$ cat config.mk
export PLATFORM = sky130hd
export DESIGN_NAME = adc_capture_ctrl
export DESIGN_NICKNAME = d
export VERILOG_FILES = /design/src/rtl/adc_cap_pkg.sv /design/src/rtl/adc_cap_ram.sv /design/src/rtl/adc_capture_ctrl.sv
export SDC_FILE = /design/constraint.sdc
export NUM_CORES = 2
export LEC_CHECK = 0
export ABC_CLOCK_PERIOD_IN_PS = 4800
export CAP_MARGIN = 20
export CORE_AREA = 2 2 289 576
export DETAILED_ROUTE_END_ITERATION = 8
export DIE_AREA = 0 0 291 578
export GPL_ROUTABILITY_DRIVEN = 0
export GPL_TIMING_DRIVEN = 0
export HOLD_SLACK_MARGIN = 0.02
export PLACE_DENSITY = 0.86
export SETUP_SLACK_MARGIN = 0.4
export SLEW_MARGIN = 0
export SYNTH_ARGS = -nofsm -noshare
export SYNTH_HDL_FRONTEND = slang
export SYNTH_SLANG_ARGS = --single-unit
$ cat constraint.sdc
create_clock -name clk -period 4.8 [get_ports clk]
set_input_delay 0.96 -clock clk [delete_from_list [all_inputs] [get_ports clk]]
set_output_delay 0.96 -clock clk [all_outputs]
set_load 0.1 [all_outputs]
$ cat src/rtl/adc_cap_pkg.sv
// Shared types for the ADC capture controller: FSM state encoding and
// trigger-mode codes.
package adc_cap_pkg;

  typedef enum logic [2:0] {
    IDLE,
    PRE,
    WAIT,
    POST,
    DONE
  } cap_state_e;

  localparam logic [1:0] TRIG_RISE = 2'b00;
  localparam logic [1:0] TRIG_FALL = 2'b01;
  localparam logic [1:0] TRIG_IMM  = 2'b10;

endpackage

$ cat src/rtl/adc_cap_ram.sv
// Simple dual-port sample RAM: one write port and one registered read port.
// The read register is cleared by reset; the array itself is never cleared.
module adc_cap_ram #(
  parameter int unsigned DATA_W = 10,
  parameter int unsigned ADDR_W = 8
) (
  input  logic              clk,
  input  logic              rst_n,
  input  logic              i_we,
  input  logic [ADDR_W-1:0] i_waddr,
  input  logic [DATA_W-1:0] i_wdata,
  input  logic              i_re,
  input  logic [ADDR_W-1:0] i_raddr,
  output logic [DATA_W-1:0] o_rdata
);

  logic [DATA_W-1:0] r_mem [2**ADDR_W];
  logic [DATA_W-1:0] r_rdata;

  // Write port
  always_ff @(posedge clk) begin
    if (i_we) r_mem[i_waddr] <= i_wdata;
  end

  // Registered read port; holds its value when no read is requested
  always_ff @(posedge clk) begin
    if (!rst_n)    r_rdata <= '0;
    else if (i_re) r_rdata <= r_mem[i_raddr];
  end

  assign o_rdata = r_rdata;

endmodule

$ cat src/rtl/adc_capture_ctrl.sv
// ADC capture controller: samples ad_data_in on each sample_sig rising edge
// into a circular buffer, keeps pre_len samples ahead of the trigger and
// offers a trigger-aligned readout once the record is complete.
// Optional macro TRIG_TIMEOUT_EN adds a forced trigger after TMO_SAMPLES
// WAIT samples without a trigger.
module adc_capture_ctrl
  import adc_cap_pkg::*;
#(
  parameter int unsigned DATA_W      = 10,
  parameter int unsigned ADDR_W      = 8,
  parameter int unsigned TMO_SAMPLES = 1024
) (
  input  logic              clk,
  input  logic              rst_n,
  input  logic [DATA_W-1:0] ad_data_in,
  input  logic              sample_sig,
  input  logic              arm,
  input  logic [1:0]        trig_mode,
  input  logic [DATA_W-1:0] trig_level,
  input  logic [ADDR_W-1:0] pre_len,
  input  logic              rd_en,
  input  logic [ADDR_W-1:0] rd_addr,
  output logic [DATA_W-1:0] rd_data,
  output logic              busy,
  output logic              done,
  output logic [ADDR_W-1:0] trig_addr,
  output logic              timed_out
);

  cap_state_e        r_state, w_state_nxt;
  logic [1:0]        r_sync;
  logic              r_sync_d;
  logic              w_se;
  logic [1:0]        r_mode;
  logic [DATA_W-1:0] r_level;
  logic [ADDR_W-1:0] r_pre_len;
  logic [ADDR_W-1:0] r_cnt;
  logic [ADDR_W-1:0] r_wptr;
  logic [DATA_W-1:0] r_prev;
  logic              r_prev_valid;
  logic [ADDR_W-1:0] r_trig_addr;
  logic              w_start, w_wr, w_trig, w_hit, w_force;
  logic              w_rd_ok;
  logic [ADDR_W-1:0] w_raddr;

  // Two-stage synchroniser plus edge detector for the slow sample strobe
  always_ff @(posedge clk) begin
    if (!rst_n) begin
      r_sync   <= '0;
      r_sync_d <= 1'b0;
    end else begin
      r_sync   <= {r_sync[0], sample_sig};
      r_sync_d <= r_sync[1];
    end
  end

  assign w_se = r_sync[1] & ~r_sync_d;

  // Trigger condition for the sample currently being written
  always_comb begin
    w_hit = 1'b1;
    unique case (r_mode)
      TRIG_RISE: w_hit = r_prev_valid && (r_prev < r_level) && (ad_data_in >= r_level);
      TRIG_FALL: w_hit = r_prev_valid && (r_prev > r_level) && (ad_data_in <= r_level);
      default:   w_hit = 1'b1;
    endcase
  end

`ifdef TRIG_TIMEOUT_EN
  localparam int unsigned       TMO_W    = $clog2(TMO_SAMPLES + 1);
  localparam logic [TMO_W-1:0] TMO_LAST = TMO_W'(TMO_SAMPLES - 1);

  logic [TMO_W-1:0] r_tmo_cnt;
  logic             r_timed_out;

  // Count WAIT samples that did not trigger; flag forced triggers
  always_ff @(posedge clk) begin
    if (!rst_n) begin
      r_tmo_cnt   <= '0;
      r_timed_out <= 1'b0;
    end else if (w_start) begin
      r_tmo_cnt   <= '0;
      r_timed_out <= 1'b0;
    end else if (w_trig) begin
      r_timed_out <= ~w_hit;
    end else if (r_state == WAIT && w_se) begin
      r_tmo_cnt   <= r_tmo_cnt + 1'b1;
    end
  end

  assign w_force   = (r_tmo_cnt == TMO_LAST);
  assign timed_out = r_timed_out;
`else
  assign w_force   = 1'b0;
  assign timed_out = 1'b0;
`endif

  // FSM state register
  always_ff @(posedge clk) begin
    if (!rst_n) r_state <= IDLE;
    else        r_state <= w_state_nxt;
  end

  // FSM next state and per-cycle write/trigger strobes
  always_comb begin
    w_state_nxt = r_state;
    w_start     = 1'b0;
    w_wr        = 1'b0;
    w_trig      = 1'b0;
    unique case (r_state)
      IDLE, DONE: begin
        if (arm) begin
          w_start     = 1'b1;
          w_state_nxt = (pre_len == '0) ? WAIT : PRE;
        end
      end
      PRE: begin
        if (w_se) begin
          w_wr = 1'b1;
          if (r_cnt == ADDR_W'(1)) w_state_nxt = WAIT;
        end
      end
      WAIT: begin
        if (w_se) begin
          w_wr = 1'b1;
          if (w_hit || w_force) begin
            w_trig      = 1'b1;
            // Post count DEPTH-pre_len-1 is ~pre_len; zero only when pre_len is all ones
            w_state_nxt = (r_pre_len == '1) ? DONE : POST;
          end
        end
      end
      POST: begin
        if (w_se) begin
          w_wr = 1'b1;
          if (r_cnt == ADDR_W'(1)) w_state_nxt = DONE;
        end
      end
      default: w_state_nxt = IDLE;
    endcase
  end

  // Capture settings, write pointer, sample history and PRE/POST counter
  always_ff @(posedge clk) begin
    if (!rst_n) begin
      r_mode       <= TRIG_RISE;
      r_level      <= '0;
      r_pre_len    <= '0;
      r_cnt        <= '0;
      r_wptr       <= '0;
      r_prev       <= '0;
      r_prev_valid <= 1'b0;
      r_trig_addr  <= '0;
    end else begin
      if (w_start) begin
        r_mode       <= trig_mode;
        r_level      <= trig_level;
        r_pre_len    <= pre_len;
        r_cnt        <= pre_len;
        r_prev_valid <= 1'b0;
      end
      if (w_wr) begin
        r_wptr       <= r_wptr + 1'b1;
        r_prev       <= ad_data_in;
        r_prev_valid <= 1'b1;
        if (r_state != WAIT) r_cnt <= r_cnt - 1'b1;
      end
      if (w_trig) begin
        r_trig_addr <= r_wptr;
        r_cnt       <= ~r_pre_len;
      end
    end
  end

  assign w_rd_ok = rd_en && (r_state == IDLE || r_state == DONE);
  assign w_raddr = r_trig_addr - r_pre_len + rd_addr;

  adc_cap_ram #(
    .DATA_W (DATA_W),
    .ADDR_W (ADDR_W)
  ) u_ram (
    .clk     (clk),
    .rst_n   (rst_n),
    .i_we    (w_wr),
    .i_waddr (r_wptr),
    .i_wdata (ad_data_in),
    .i_re    (w_rd_ok),
    .i_raddr (w_raddr),
    .o_rdata (rd_data)
  );

  assign busy      = (r_state == PRE) || (r_state == WAIT) || (r_state == POST);
  assign done      = (r_state == DONE);
  assign trig_addr = r_trig_addr;

endmodule

==> metrics.csv, run 1 <==
stage;metric;value;unit
synthesis;Seq/Total Area, Yosys;76.3;%
synthesis;Post-synth EDFFs;2560;
outcome;Log Error;[ERROR GRT-0232] Routing congestion too high. Check the congestion heatmap in the GUI.;
floorplanning;I/O Pins;64;
timing;Worst EP post-GRT repair;u_ram.o_rdata[2]$_SDFFE_PN0P_/D;
clocking;Root Buffer;clkbuf_16;
synthesis;main flop type after synthesis;edfxtp_1;
synthesis;syn avg cell area;21.3;um^2
clocking;CTS Buf Count;203;
clocking;H-tree depth;4;
synthesis;share of the synthesized area in the top cell type;74.9;%
clocking;Max Root-Sink Buffers;4;
place;placed cell count;7070;
synthesis;post-synthesis register bit count;2631;
floorplanning;chip height;578;um
synthesis;asr flop ratio synth;0;%
place;Placed Instance Area;107000;um^2
synthesis;largest area contributor in the netlist;edfxtp_1;
outcome;outcome;aborted with a tool error;
synthesis;Synth area leaders;edfxtp_1 (75%), mux4_2 (16%), dfxtp_1 (1.4%);
synthesis;Mapped Cells;4823;
clocking;clk sink count;2631;
synthesis;post-synthesis cell area;103000;um^2
synthesis;Syn Nets;4907;
floorplanning;Die W;291;um
floorplanning;row count;210;
grt;All-Layer GR Usage;63.7;%
place;I/O Buffers;61;
timing;Worst End Pin Type;register data pin;
grt;pin count of the biggest net entering global routing;158;
grt;gr ovfl total;146;
outcome;Last stage;5_1_grt;
synthesis;Synth cell types;65;
place;post-DP HPWL;207000;um
synthesis;Yosys Warn Count;0;
floorplanning;Initial Utilization;62.7;%
-- cells in the mapped netlist (all sizes together), types with 10 or more instances --
cell     instances
a32oi           10
edfxtp        2560
nand2          324
nor3            28
a2111oi         11
inv             47
a31oi           23
o221ai          19
a211o           10
o21ai           19
ha              34
nand3           72
nand2b          11
and3            21
nor2b           11
mux2i           34
nor2           306
dfxtp           71
o2111ai         12
buf            119
mux4           749
clkbuf         148
a21oi           59
-- metrics by stage --
stage / TNS, ns / hold slack, ns / worst slack [ns] / util (%)
3_5_place_dp: -28.59 / 0.429 / -2.65 / 65.4
4_1_cts: 0 / 0.465 / 0.180 / 71.2
3_3_place_gp: - / 0.419 / -7.42 / 64.7
2_1_floorplan: 0 / 0.412 / 0.438 / -
-- kinds of logic after synthesis --
logic type	count (synthesis)	synth area share, %
AND/OR/NAND/NOR	809	3.30
flip-flops	2631	76.3
adder cells (fa/ha/maj)	41	0.551
XOR/XNOR	15	0.135
AO/OA/AOI/OAI	229	1.58
other	1	0.00365
buffers and inverters	314	1.42
multiplexers	783	16.8
-- repair_timing --
action | CTS
cloned | 2
hold buffers | 0
setup buffers | 36
gates resized for setup | 574
endpoints found under the setup margin | 610
pin swaps | 30
-- per-layer routing --
layer  GRT overflow  GRT usage [%]
met1              4           57.6
met2             70           82.8
met3              2           49.5
met4             70           66.7
met5              0           28.6
==> inputs of run 2 (changes only) <==
Settings changed: CORE_AREA 2 2 289 576 to 2 2 510 512, DIE_AREA 0 0 291 578 to 0 0 512 514, HOLD_SLACK_MARGIN 0.02 to unset, PLACE_DENSITY 0.86 to unset, PLACE_DENSITY_LB_ADDON set to 0.15, SETUP_SLACK_MARGIN 0.4 to unset.
==> run 2 against run 1 <==
  * The flow now finishes without violations
  * Synthesized cell count unchanged
  * Synthesized area stayed put
==> metrics.csv, run 2 <==
stage;metric;value;unit;change
cells_and_area;most frequent cells in the layout;edfxtp_1 (2560), mux4_2 (749), nand2_1 (322);;
timing;Min Hold Slack;0.440;ns;
clocking;clock-pin transition on the worst setup and hold timing paths;0.06;ns;
synthesis;Syn Nets;4907;;unchanged
synthesis;asr flop ratio synth;0;%;unchanged
clocking;later-pin clock latency in the skew report;0.93;ns;
setup_path;RR Endpoint;u_ram.o_rdata[6];;
grt;vias in the first global route;52300;;
setup_path;critical path class;in2reg;;
power_and_ir_drop;total power;66.6;mW;
cells_and_area;fin util;46.4;%;
cells_and_area;Fillers;21500;;
detailed_routing;Residual DRC;0;;
detailed_routing;first-pass detailed-route iteration total;5;;
synthesis;Mapped Cells;4823;;unchanged
grt;All-Layer GR Usage;23.2;%;
cells_and_area;Area growth, synth to finish;16.6;%;
floorplanning;core area;258000;um^2;
power_and_ir_drop;Max VDD drop;0.458;mV;
cells_and_area;fraction of layout cells with a size suffix above 1;30.2;%;
cells_and_area;Largest Register;u_ram.r_mem;;
clocking;CTS tree;yes;;
clocking;clk sink count;2631;;unchanged
setup_path;worst setup path start;rd_addr[2];;
grt;gr ovfl total;0;;
timing;worst slew pin tran;1.17;ns;
outcome;outcome;finished clean;;was aborted with a tool error
cells_and_area;Final nets;5424;;
timing;Max Fclk;0.209;GHz;
timing;min Tclk post-route;4.79;ns;
power_and_ir_drop;LEAKAGE;37.5;nW;
synthesis;Yosys Warn Count;0;;unchanged
synthesis;largest area contributor in the netlist;edfxtp_1;;unchanged
synthesis;count leader, synth;edfxtp_1;;unchanged
setup_path;required time of the critical path;5.66;ns;
detailed_routing;Avg Vias per Cell;5.84;;
setup_path;Critical Path Fanout Max;10;;
clocking;H-tree depth;5;;was 4
setup_path;CP endpoint;u_ram.o_rdata[6];;
setup_path;CP peak stage delay;0.53;ns;
clocking;CTS Buf Count;296;;was 203
setup_path;worst r2r src;trig_addr[2];;
setup_path;Crit-path slowest cell;fa_1;;
setup_path;cells on worst reg2reg path;16;;
timing;Slew Viols, Final;0;;
synthesis;syn avg cell area;21.3;um^2;unchanged
detailed_routing;WL/cell;34.5;um;
detailed_routing;remaining antenna violation count;0;;
synthesis;share of the synthesized area in the top cell type;74.9;%;unchanged
grt;antenna violations before repair;13;;
detailed_routing;Iter 0 DRT Violations;6334;;
grt;first-pass GRT wire length;424000;um;
setup_path;Worst EP arrival;5.65;ns;
timing;setup_tns;0;ns;
place;I/O Buffers;61;;unchanged
synthesis;Synth area leaders;edfxtp_1 (75%), mux4_2 (16%), dfxtp_1 (1.4%);;unchanged
clocking;hold_buf cts;0;;unchanged
floorplanning;chip height;514;um;was 578 um
floorplanning;Die W;512;um;was 291 um
timing;final hold vios;0;;
cells_and_area;max reg flops;2560;;
timing;worst clock skew;0.0637;ns;
synthesis;main flop type after synthesis;edfxtp_1;;unchanged
timing;unrepaired setup endpoints after global routing;true;;
floorplanning;I/O Pins;64;;unchanged
timing;final clock period utilization by the worst path;99.8;%;
synthesis;Synth cell types;65;;unchanged
clocking;Root Buffer;clkbuf_16;;unchanged
setup_path;Critical Path, Cell by Cell;clkdlybuf4s50_1, inv_1, fa_1, inv_1, ha_1, or2_1, and3_4, or2_4, buf_8, buf_12, buf_12, nand3_2, o22a_1, o221ai_1, a2111oi_2, buf_2, a211o_1;;
place;post-DP HPWL;203000;um;was 207000 um
synthesis;Post-synth EDFFs;2560;;unchanged
grt;pin count of the biggest net entering global routing;149;;
setup_path;reg2reg setup slack;0.12;ns;
synthesis;post-synthesis cell area;103000;um^2;unchanged
hold_path;Min-Delay Path Class;in2reg;;
detailed_routing;DR vias;52200;;
setup_path;CP Launch Type;input port;;
floorplanning;Initial Utilization;39.8;%;was 62.7%
timing;Max-slew headroom;21.8;%;
setup_path;Setup crit end kind;register;;
synthesis;Seq/Total Area, Yosys;76.3;%;unchanged
timing;final setup vio count;0;;
synthesis;Post-synth top cells;edfxtp_1 (2560), mux4_2 (749), nand2_1 (324);;unchanged
synthesis;post-synthesis register bit count;2631;;unchanged
cells_and_area;commonest non-fill, non-tap cell in the layout;edfxtp_1;;
power_and_ir_drop;PwrDens;557;nW/um^2;
floorplanning;row count;187;;was 210
clocking;Max Root-Sink Buffers;4;;unchanged
floorplanning;Die ar.;263000;um^2;
job;max-capacitance violation count;0;;
detailed_routing;WL final;308000;um;
[run 2: cell counts after synthesis]
No cell type changed its count.
[run 2: power breakdown]
group / total, mW / internal, mW / switching [mW]
sequential: 25.4 / 25.3 / 0.137
combinational: 19.9 / 7.38 / 12.5
clock: 21.3 / 12.4 / 8.94
[run 2: per-layer routing]
metal / track usage [%] / part of all wire, % / vias up
met3: 3.84 / 7.0 / 483
met5: 0 / 0.0091 / -
met2: 37.0 / 48 / 2140
met1: 32.5 / 42 / 28500
met4: 7.97 / 3.5 / 4
li1: - / - / 21100
[run 2: layout make-up]
type | instances | area, um^2 | area share [%]
clock inverter | 123 | 1060 | 0.886
inverter | 47 | 176 | 0.147
sequential | 2631 | 78300 | 65.4
clock buffer | 373 | 7800 | 6.52
buffer | 266 | 1810 | 1.51
multi-input combinational | 1878 | 23700 | 19.8
tap | 3402 | 4260 | 3.56
antenna | 7 | 17.5 | 0.0146
timing repair buffer | 220 | 2560 | 2.14
[run 2: metrics by stage]
stage          setup slack, ns  area, um^2  std cells
2_1_floorplan            0.210      103000       4823
3_3_place_gp             -8.03      108000       8286
3_5_place_dp             -2.76      109000       8414
4_1_cts                 -0.288      119000       8913
5_1_grt                -0.0303      120000       8942
6_report               0.00807      120000       8947
[run 2: logic make-up after synthesis]
| kind of cell | Yosys count | synth area share, % |
|---|---|---|
| flip-flops | 2631 | 76.3 |
| multiplexers | 783 | 16.8 |
| other | 1 | 0.00365 |
| adder cells (fa/ha/maj) | 41 | 0.551 |
| XOR/XNOR | 15 | 0.135 |
| AO/OA/AOI/OAI | 229 | 1.58 |
| AND/OR/NAND/NOR | 809 | 3.30 |
| buffers and inverters | 314 | 1.42 |
[run 2: worst max-delay path, delay by kind of cell]
family                     cells  cell delay [ns]
buffers and inverters          7             1.42
adders and majority gates      2             0.91
AOI/OAI and AO/OA              4             1.17
and+or+nand+nor                4             1.16
[run 2: worst min path at each step]
stage	start	endpoint	cells past startpoint
floorplan	r_sync[0]	r_sync[1]	1
global placement	r_sync[0]	r_sync[1]	1
detailed placement	r_sync[0]	r_sync[1]	1
CTS	rst_n	r_cnt[4]	3
global route	ad_data_in[1]	u_ram.r_mem[109][1]	1
finish	rst_n	r_cnt[4]	3
[run 2: what timing repair did]
| action | 4_1_cts | 5_1_grt |
|---|---|---|
| pin swaps | 5 | 3 |
| setup endpoints to repair | 600 | 856 |
| setup buffers | 3 | 0 |
| resized for setup | 273 | 120 |
| cloned | 0 | 0 |
Power figures use the tool's default switching activity.
